File: src/rtl/sgmag_to_bcd.sv
// Sign/magnitude to packed BCD, one double-dabble step per clock with a start/ready/valid handshake.
// Optional leading-zero blanking (4'hF) is built when SGMAG_BLANK_EN is defined.
module sgmag_to_bcd #(
  parameter int MAG_W  = 17,
  parameter int DIGITS = 6
) (
  input  logic                  clk,
  input  logic                  rst,
  input  logic                  start,
  input  logic                  sign,
  input  logic [MAG_W-1:0]      mag,
  output logic                  ready,
  output logic                  valid,
  output logic                  neg,
  output logic [4*DIGITS-1:0]   bcd
);

  localparam int SR_W  = MAG_W + 1;
  localparam int BCD_W = 4 * DIGITS;
  localparam int CNT_W = $clog2(MAG_W + 2);
  localparam logic [CNT_W-1:0] CNT_LOAD = CNT_W'(MAG_W + 1);

  typedef enum logic [1:0] {IDLE, SHIFT, DONE} state_t;

  state_t             state_reg, state_next;
  logic [SR_W-1:0]    bin_reg;
  logic [BCD_W-1:0]   scratch_reg;
  logic [BCD_W-1:0]   scratch_adj;
  logic [BCD_W-1:0]   bcd_final;
  logic [BCD_W-1:0]   bcd_reg;
  logic [CNT_W-1:0]   cnt_reg;
  logic               sign_reg;
  logic               neg_reg;
  logic               valid_reg;

  // Per-digit add-3 correction; digits never carry into each other.
  generate
    for (genvar gi = 0; gi < DIGITS; gi++) begin : g_adj
      assign scratch_adj[4*gi +: 4] = (scratch_reg[4*gi +: 4] >= 4'd5)
                                    ? scratch_reg[4*gi +: 4] + 4'd3
                                    : scratch_reg[4*gi +: 4];
    end
  endgenerate

`ifdef SGMAG_BLANK_EN
  // lz[gi] is set while every digit from the top down to gi is zero.
  logic [DIGITS:1] lz;
  assign lz[DIGITS] = 1'b1;
  generate
    for (genvar gi = DIGITS - 1; gi >= 1; gi--) begin : g_blank
      assign lz[gi] = lz[gi+1] & (scratch_reg[4*gi +: 4] == 4'd0);
      assign bcd_final[4*gi +: 4] = lz[gi] ? 4'hF : scratch_reg[4*gi +: 4];
    end
  endgenerate
  assign bcd_final[3:0] = scratch_reg[3:0];
`else
  assign bcd_final = scratch_reg;
`endif

  always_comb begin
    state_next = state_reg;
    case (state_reg)
      IDLE:    if (start) state_next = SHIFT;
      SHIFT:   if (cnt_reg == CNT_W'(1)) state_next = DONE;
      DONE:    state_next = IDLE;
      default: state_next = IDLE;
    endcase
  end

  always_ff @(posedge clk) begin
    if (rst) begin
      state_reg   <= IDLE;
      cnt_reg     <= '0;
      scratch_reg <= '0;
      bin_reg     <= '0;
      sign_reg    <= 1'b0;
      bcd_reg     <= '0;
      neg_reg     <= 1'b0;
      valid_reg   <= 1'b0;
    end else begin
      state_reg <= state_next;
      valid_reg <= 1'b0;
      case (state_reg)
        IDLE: begin
          if (start) begin
            // Extra top bit makes sign=1, mag=0 convert as 2^MAG_W.
            bin_reg     <= {sign & ~(|mag), mag};
            scratch_reg <= '0;
            cnt_reg     <= CNT_LOAD;
            sign_reg    <= sign;
          end
        end
        SHIFT: begin
          {scratch_reg, bin_reg} <= {scratch_adj, bin_reg} << 1;
          cnt_reg <= cnt_reg - CNT_W'(1);
        end
        DONE: begin
          bcd_reg   <= bcd_final;
          neg_reg   <= sign_reg;
          valid_reg <= 1'b1;
        end
        default: ;
      endcase
    end
  end

  assign ready = (state_reg == IDLE);
  assign valid = valid_reg;
  assign neg   = neg_reg;
  assign bcd   = bcd_reg;

endmodule

File: config.mk
export PLATFORM = sky130hd
export DESIGN_NAME = sgmag_to_bcd
export DESIGN_NICKNAME = d
export VERILOG_FILES = /design/src/rtl/sgmag_to_bcd.sv
export SDC_FILE = /design/constraint.sdc
export NUM_CORES = 1
export LEC_CHECK = 0
export CAP_MARGIN = 20
export CORE_MARGIN = 2
export CORE_UTILIZATION = 30
export DETAILED_ROUTE_END_ITERATION = 12
export PLACE_DENSITY = 0.48
export SETUP_SLACK_MARGIN = 0.2
export SLEW_MARGIN = 10
export SYNTH_ARGS = -nofsm -noshare
export SYNTH_HDL_FRONTEND = slang
export SYNTH_SLANG_ARGS = --single-unit
File: constraint.sdc
create_clock -name clk -period 1.8 [get_ports clk]
set_input_delay 0.54 -clock clk [delete_from_list [all_inputs] [get_ports clk]]
set_output_delay 0.54 -clock clk [all_outputs]
set_load 0.03 [all_outputs]
# --- Yosys cells after proc, flatten, opt, wreduce, memory -nomap -nowiden ---
# Cells that the tools add are included.
classes:
  n_addsub: 7
  magnitude_cmp: 6
  n_eq_ne: 5
  muxes: 16
  bitwise: 2
  n_reduce_logical: 6
op_table:
  columns: ["cell", "n"]
  rows:
  - ["$pmux 24 s2", 1]
  - ["$pmux 18 s2", 1]
  - ["$ge 4x3->1 const B", 6]
  - ["$mux 24", 1]
  - ["$add 4x2->4 const B", 5]
  - ["$mux 4", 5]
  - ["$mux 18", 1]
  - ["$reduce_or 17->1", 1]
  - ["$pmux 5 s2", 1]
  - ["$reduce_and 2->1", 3]
  - ["$eq 5x1->1 const B", 1]
  - ["$mux 5", 1]
  - ["$sub 5x1->5 const B", 1]
  - ["$mux 2", 2]
  - ["$ne 2x2->1 const B", 2]
  - ["$pmux 2 s2", 1]
  - ["$add 3x2->3 const B", 1]
  - ["$mux 3", 1]
  - ["$eq 2x1->1 const B", 1]
  - ["$eq 2x2->1 const B", 1]
  - ["$logic_not 2->1", 1]
  - ["$reduce_bool 2->1", 1]
  - ["$and 1x1->1", 1]
  - ["$mux 1", 1]
  - ["$not 1->1", 1]
word_totals:
  regBits: 76
  in_bits: 21
  output_inout_bits: 27
  wordCells: 50

# --- Depth between registers and ports, before layout ---
depth:
  depth_word: 5
  mapped_depth: 6
  mapped_depth_nobuf: 6

# --- Worst setup path before layout ---
# OpenSTA, ideal clock, no wires.
synth_timing:
  path_type: "input port to flip-flop"
  from: "input mag[14]"
  to: "register bin_reg[17]"
  setup_time_ns: 0.058
  arrival_time_ns: 1.429
  required_time_ns: 1.742
  slack_ns: 0.314
  path_stages: 3
  n_path_buf: 0
  cell_sequence: "or4_1 nor4_1 a31o_2"
synth_between:
  elab_chain_len: 5
synth_lines:
  columns: ["element", "line", "text"]
  rows:
  - ["from (decl)", "11", "input logic [MAG_W-1:0] mag,"]
  - ["$reduce_or 17->1", "87", "bin_reg <= {sign & ~(|mag), mag};"]
  - ["$not 1->1", "87", null]
  - ["$and 1x1->1", "87", null]
  - ["$mux 18", "85", "if (start) begin"]
  - ["$pmux 18 s2", "83", "case (state_reg)"]
  - ["to (signal assigned)", "87", null]
  - ["to (signal assigned)", "94", "{scratch_reg, bin_reg} <= {scratch_adj, bin_reg} << 1;"]
  - ["to (decl)", "26", "logic [SR_W-1:0] bin_reg;"]
# No other way between the ends. The select of a mux whose other input is x is not followed.
# A chain may end at the register's enable or synchronous reset.

# --- Final worst setup path ---
# Same ends and word-level chain as after synthesis.

==> flow_metrics.env <==
export IMPL_required_ns=2.09
export IMPL_slew_headroom=0.783
export IMPL_end_kind="flip-flop"
export IMPL_synth_edff_count=0
export IMPL_start_util=0.309
export IMPL_leakage_nw=1.57
export IMPL_clk_path_buf_depth=2
export IMPL_critPathTopFamily="simple AND/OR/NAND/NOR gates"
export IMPL_holdCritPathClass="flip-flop to flip-flop"
export IMPL_cp_max_fo=2
export IMPL_synthCells=390
export IMPL_hold_viol=0
export IMPL_die_w_um=110
export IMPL_yosys_warnings=0
export IMPL_design_core_area_um2=10900
export IMPL_drive_above_1_share=0.192
export IMPL_port_buffers=47
export IMPL_ys_ff_latch=76
export IMPL_path_clk_slew_ns=0.08
export IMPL_grt_use_total=0.136
export IMPL_grt_overflow=0
export IMPL_peakVddDrop_mv=0.321
export IMPL_critPathLaunch="mag[14]"
export IMPL_fin_cells=594
export IMPL_fmaxAchievable_mhz=641
export IMPL_synth_area_top_cells="dfxtp_1 45%, nand2_1 9.1%, a21oi_1 8.9%"
export IMPL_synth_nets=425
export IMPL_cp_cell_sequence="clkdlybuf4s50_1 > or4_4 > nor4_4 > a31o_2"
export IMPL_synth_main_ff_cell="dfxtp_1"
export IMPL_cp_num_buf_inv=1
export IMPL_firstDrtPassIters=4
export IMPL_power_switching_mw=0.854
export IMPL_yosysMostFrequentCell="nand2_1"
export IMPL_synthDistinctLibCells=42
export IMPL_critPathLaunchType="primary input"
export IMPL_clockPowerShare=0.368
export IMPL_cts_root_buf="clkbuf_8"
export IMPL_dpl_hpwl_um=5310
export IMPL_grt_pass1_wl_um=12900
export IMPL_insertedDiodeCount=0
export IMPL_postCtsHoldBufs=0
export IMPL_dp_cells=577
export IMPL_ys_seq_area_frac=0.452
export IMPL_synthArstFlopShare=0
export IMPL_clk_latency_ns=0.35
export IMPL_numCtsBuffers=9
export IMPL_fillers=1145
export IMPL_r2r_end="bcd_final[2]$_SDFFE_PP0P_"
export IMPL_ant_nets=0
export IMPL_min_period_ns=1.56
export IMPL_hold_end="bcd[10]$_SDFFE_PP0P_"
export IMPL_worst_hold_slack_ns=0.456
export IMPL_clkSinkCount=76
export IMPL_drt_iter0_drc=75
export IMPL_gp_congestion=0.729
export IMPL_hold_path_depth=2
export IMPL_syn_area_per_cell_um2=8.64
export IMPL_fin_crit_sh=0.866
export IMPL_synth_top_area_frac=0.452
export IMPL_cts_tree="done"
export IMPL_seqPwrFrac=0.519
export IMPL_setup_viol=0
export IMPL_status="complete, no violations"
export IMPL_drc=0
export IMPL_yosys_top_cells_count="82 x nand2_1, 76 x dfxtp_1, 60 x a21oi_1"
export IMPL_yosys_area_top_type="dfxtp_1"
export IMPL_htree_num_levels=3
export IMPL_critical_path_class="primary input to flip-flop"
export IMPL_layout_nets=485
export IMPL_cp_slowest_cell="or4_4"
export IMPL_die_y_um=110
export IMPL_clock_skew_final_ns=0.00833
export IMPL_hp_start="bcd[10]$_SDFFE_PP0P_"
export IMPL_p_int_mw=2.54
export IMPL_arrival_ns=1.85
export IMPL_netlist_area_um2=3370
export IMPL_viasPerCell=4.83
export IMPL_netSwitchingFraction=0.252
export IMPL_tns_ns=0
export IMPL_grt_pass1_vias=2778
export IMPL_area_growth_pct=27.0
export IMPL_cap_violations=0
export IMPL_ios=48
export IMPL_rr_startpoint="bcd_final[1]$_SDFFE_PP0P_"
export IMPL_core_rowCount=38
export IMPL_dieArea_um2=12100
export IMPL_max_stage_delay_ns=0.57
export IMPL_reg2reg_slack_ns=0.32
export IMPL_p_comb_frac=0.113
export IMPL_rsz0062_at_grt="yes"
export IMPL_wl_per_cell_um=12.9
export IMPL_antenna_found_initial=0
export IMPL_routed_wl_um=7680
export IMPL_pwr_density_cell_nw_per_um2=792
export IMPL_power_mw=3.39
export IMPL_num_vias=2867
export IMPL_worstRegToRegCells=6
export IMPL_tightest_slew_ns=0.326
export IMPL_drv_slew=0
export IMPL_grt_max_degree=27
## power groups by stage
| stage | sequential, mW | combinational [mW] | clock (mW) |
|---|---|---|---|
| after floorplan | 1.79 | 0.233 | 0 |
| after global placement | 1.80 | 0.372 | 0 |
| after detailed placement | 1.80 | 0.375 | 0 |
| after CTS | 1.76 | 0.385 | 1.29 |
| after global routing | 1.76 | 0.421 | 1.37 |
| final | 1.76 | 0.383 | 1.25 |
## worst max-delay path by stage
stage                               endpoint  cells after the start
floorplan           bin_reg[17]$_SDFFE_PP0P_                      3
global placement    bin_reg[17]$_SDFFE_PP0P_                      4
detailed placement  bin_reg[17]$_SDFFE_PP0P_                      4
CTS                 bin_reg[17]$_SDFFE_PP0P_                      5
global route        bin_reg[17]$_SDFFE_PP0P_                      5
finish              bin_reg[17]$_SDFFE_PP0P_                      4
## layout make-up
class	count	area, µm²	area share
Clock inverter	5	53.8	0.0126
Tap cell	140	175	0.0409
Timing Repair Buffer	74	676	0.158
Multi-Input combinational cell	275	1670	0.390
Clock buffer	10	128	0.0298
Sequential cell	76	1520	0.356
Inverter	14	52.6	0.0123
## cells in the final DEF (no fill, tap or decap), drive strengths merged
cell type      synthesis  layout
or4b                   1       1
o21ai                 17      17
ha                    14      14
nand3                 10      10
and4                   1       1
or3b                   1       1
dfxtp                 76      76
a31oi                  1       1
clkbuf                 5      21
nand3b                 1       1
xor2                   4       4
a22oi                 16      16
a21oi                 60      60
nor2b                  1       1
a31o                   1       1
and2b                  1       1
clkinv                 0       4
clkdlybuf4s15          0      15
nor4b                  1       1
buf                   20      29
xnor2                  6       6
nand2                 82      82
dlymetal6s2s           0       1
nand2b                 9       9
clkdlybuf4s50          0      18
inv                   14      14
nor2                  11      11
a22o                   7       7
nor3b                  2       2
bufinv                 0       1
mux2i                  6       6
or4                    1       1
nor4                   4       4
a311oi                 1       1
a211oi                 1       1
mux2                   1       1
nor3                  10      10
o31ai                  4       4
## metal layers
layer,global-route usage,share of wire
met1,0.170,0.47
met2,0.232,0.48
met3,0.0267,0.043
met4,0.0488,0.012
met5,0,0
## kinds of logic (layout without fill, tap and decap cells)
group,count (synthesis),after routing,share of synthesized area
buffers and inverters,39,103,0.0620
adder cells (fa/ha/maj),14,14,0.0520
AND/OR/NAND/NOR,136,136,0.195
flip-flops,76,76,0.452
AO/OA/AOI/OAI,108,108,0.192
multiplexers,7,7,0.0212
XOR/XNOR,10,10,0.0260
## stage by stage
stage	utilization	setup WS, ns	area, µm²
floorplan	-	0.314	3370
global placement	0.375	-0.235	4080
detailed placement	0.375	-0.317	4080
CTS	0.396	0.143	4310
global route	0.393	0.159	4280
finish	0.393	0.241	4280
## worst reg2reg max path, cell delays in order (launching register included)
cell      delay [ns]
dfxtp_1         0.37
inv_1           0.08
ha_1            0.17
nand2b_1        0.13
a21oi_1         0.30
mux2i_1         0.12
a22o_1          0.20
## what timing repair did
| action | in CTS | in global routing |
|---|---|---|
| resized for setup | 70 | 18 |
| setup buffers | 1 | 1 |
| endpoints found under the setup margin | 44 | 44 |
| pin swaps | 1 | 3 |
Power figures use the tool's default switching activity.
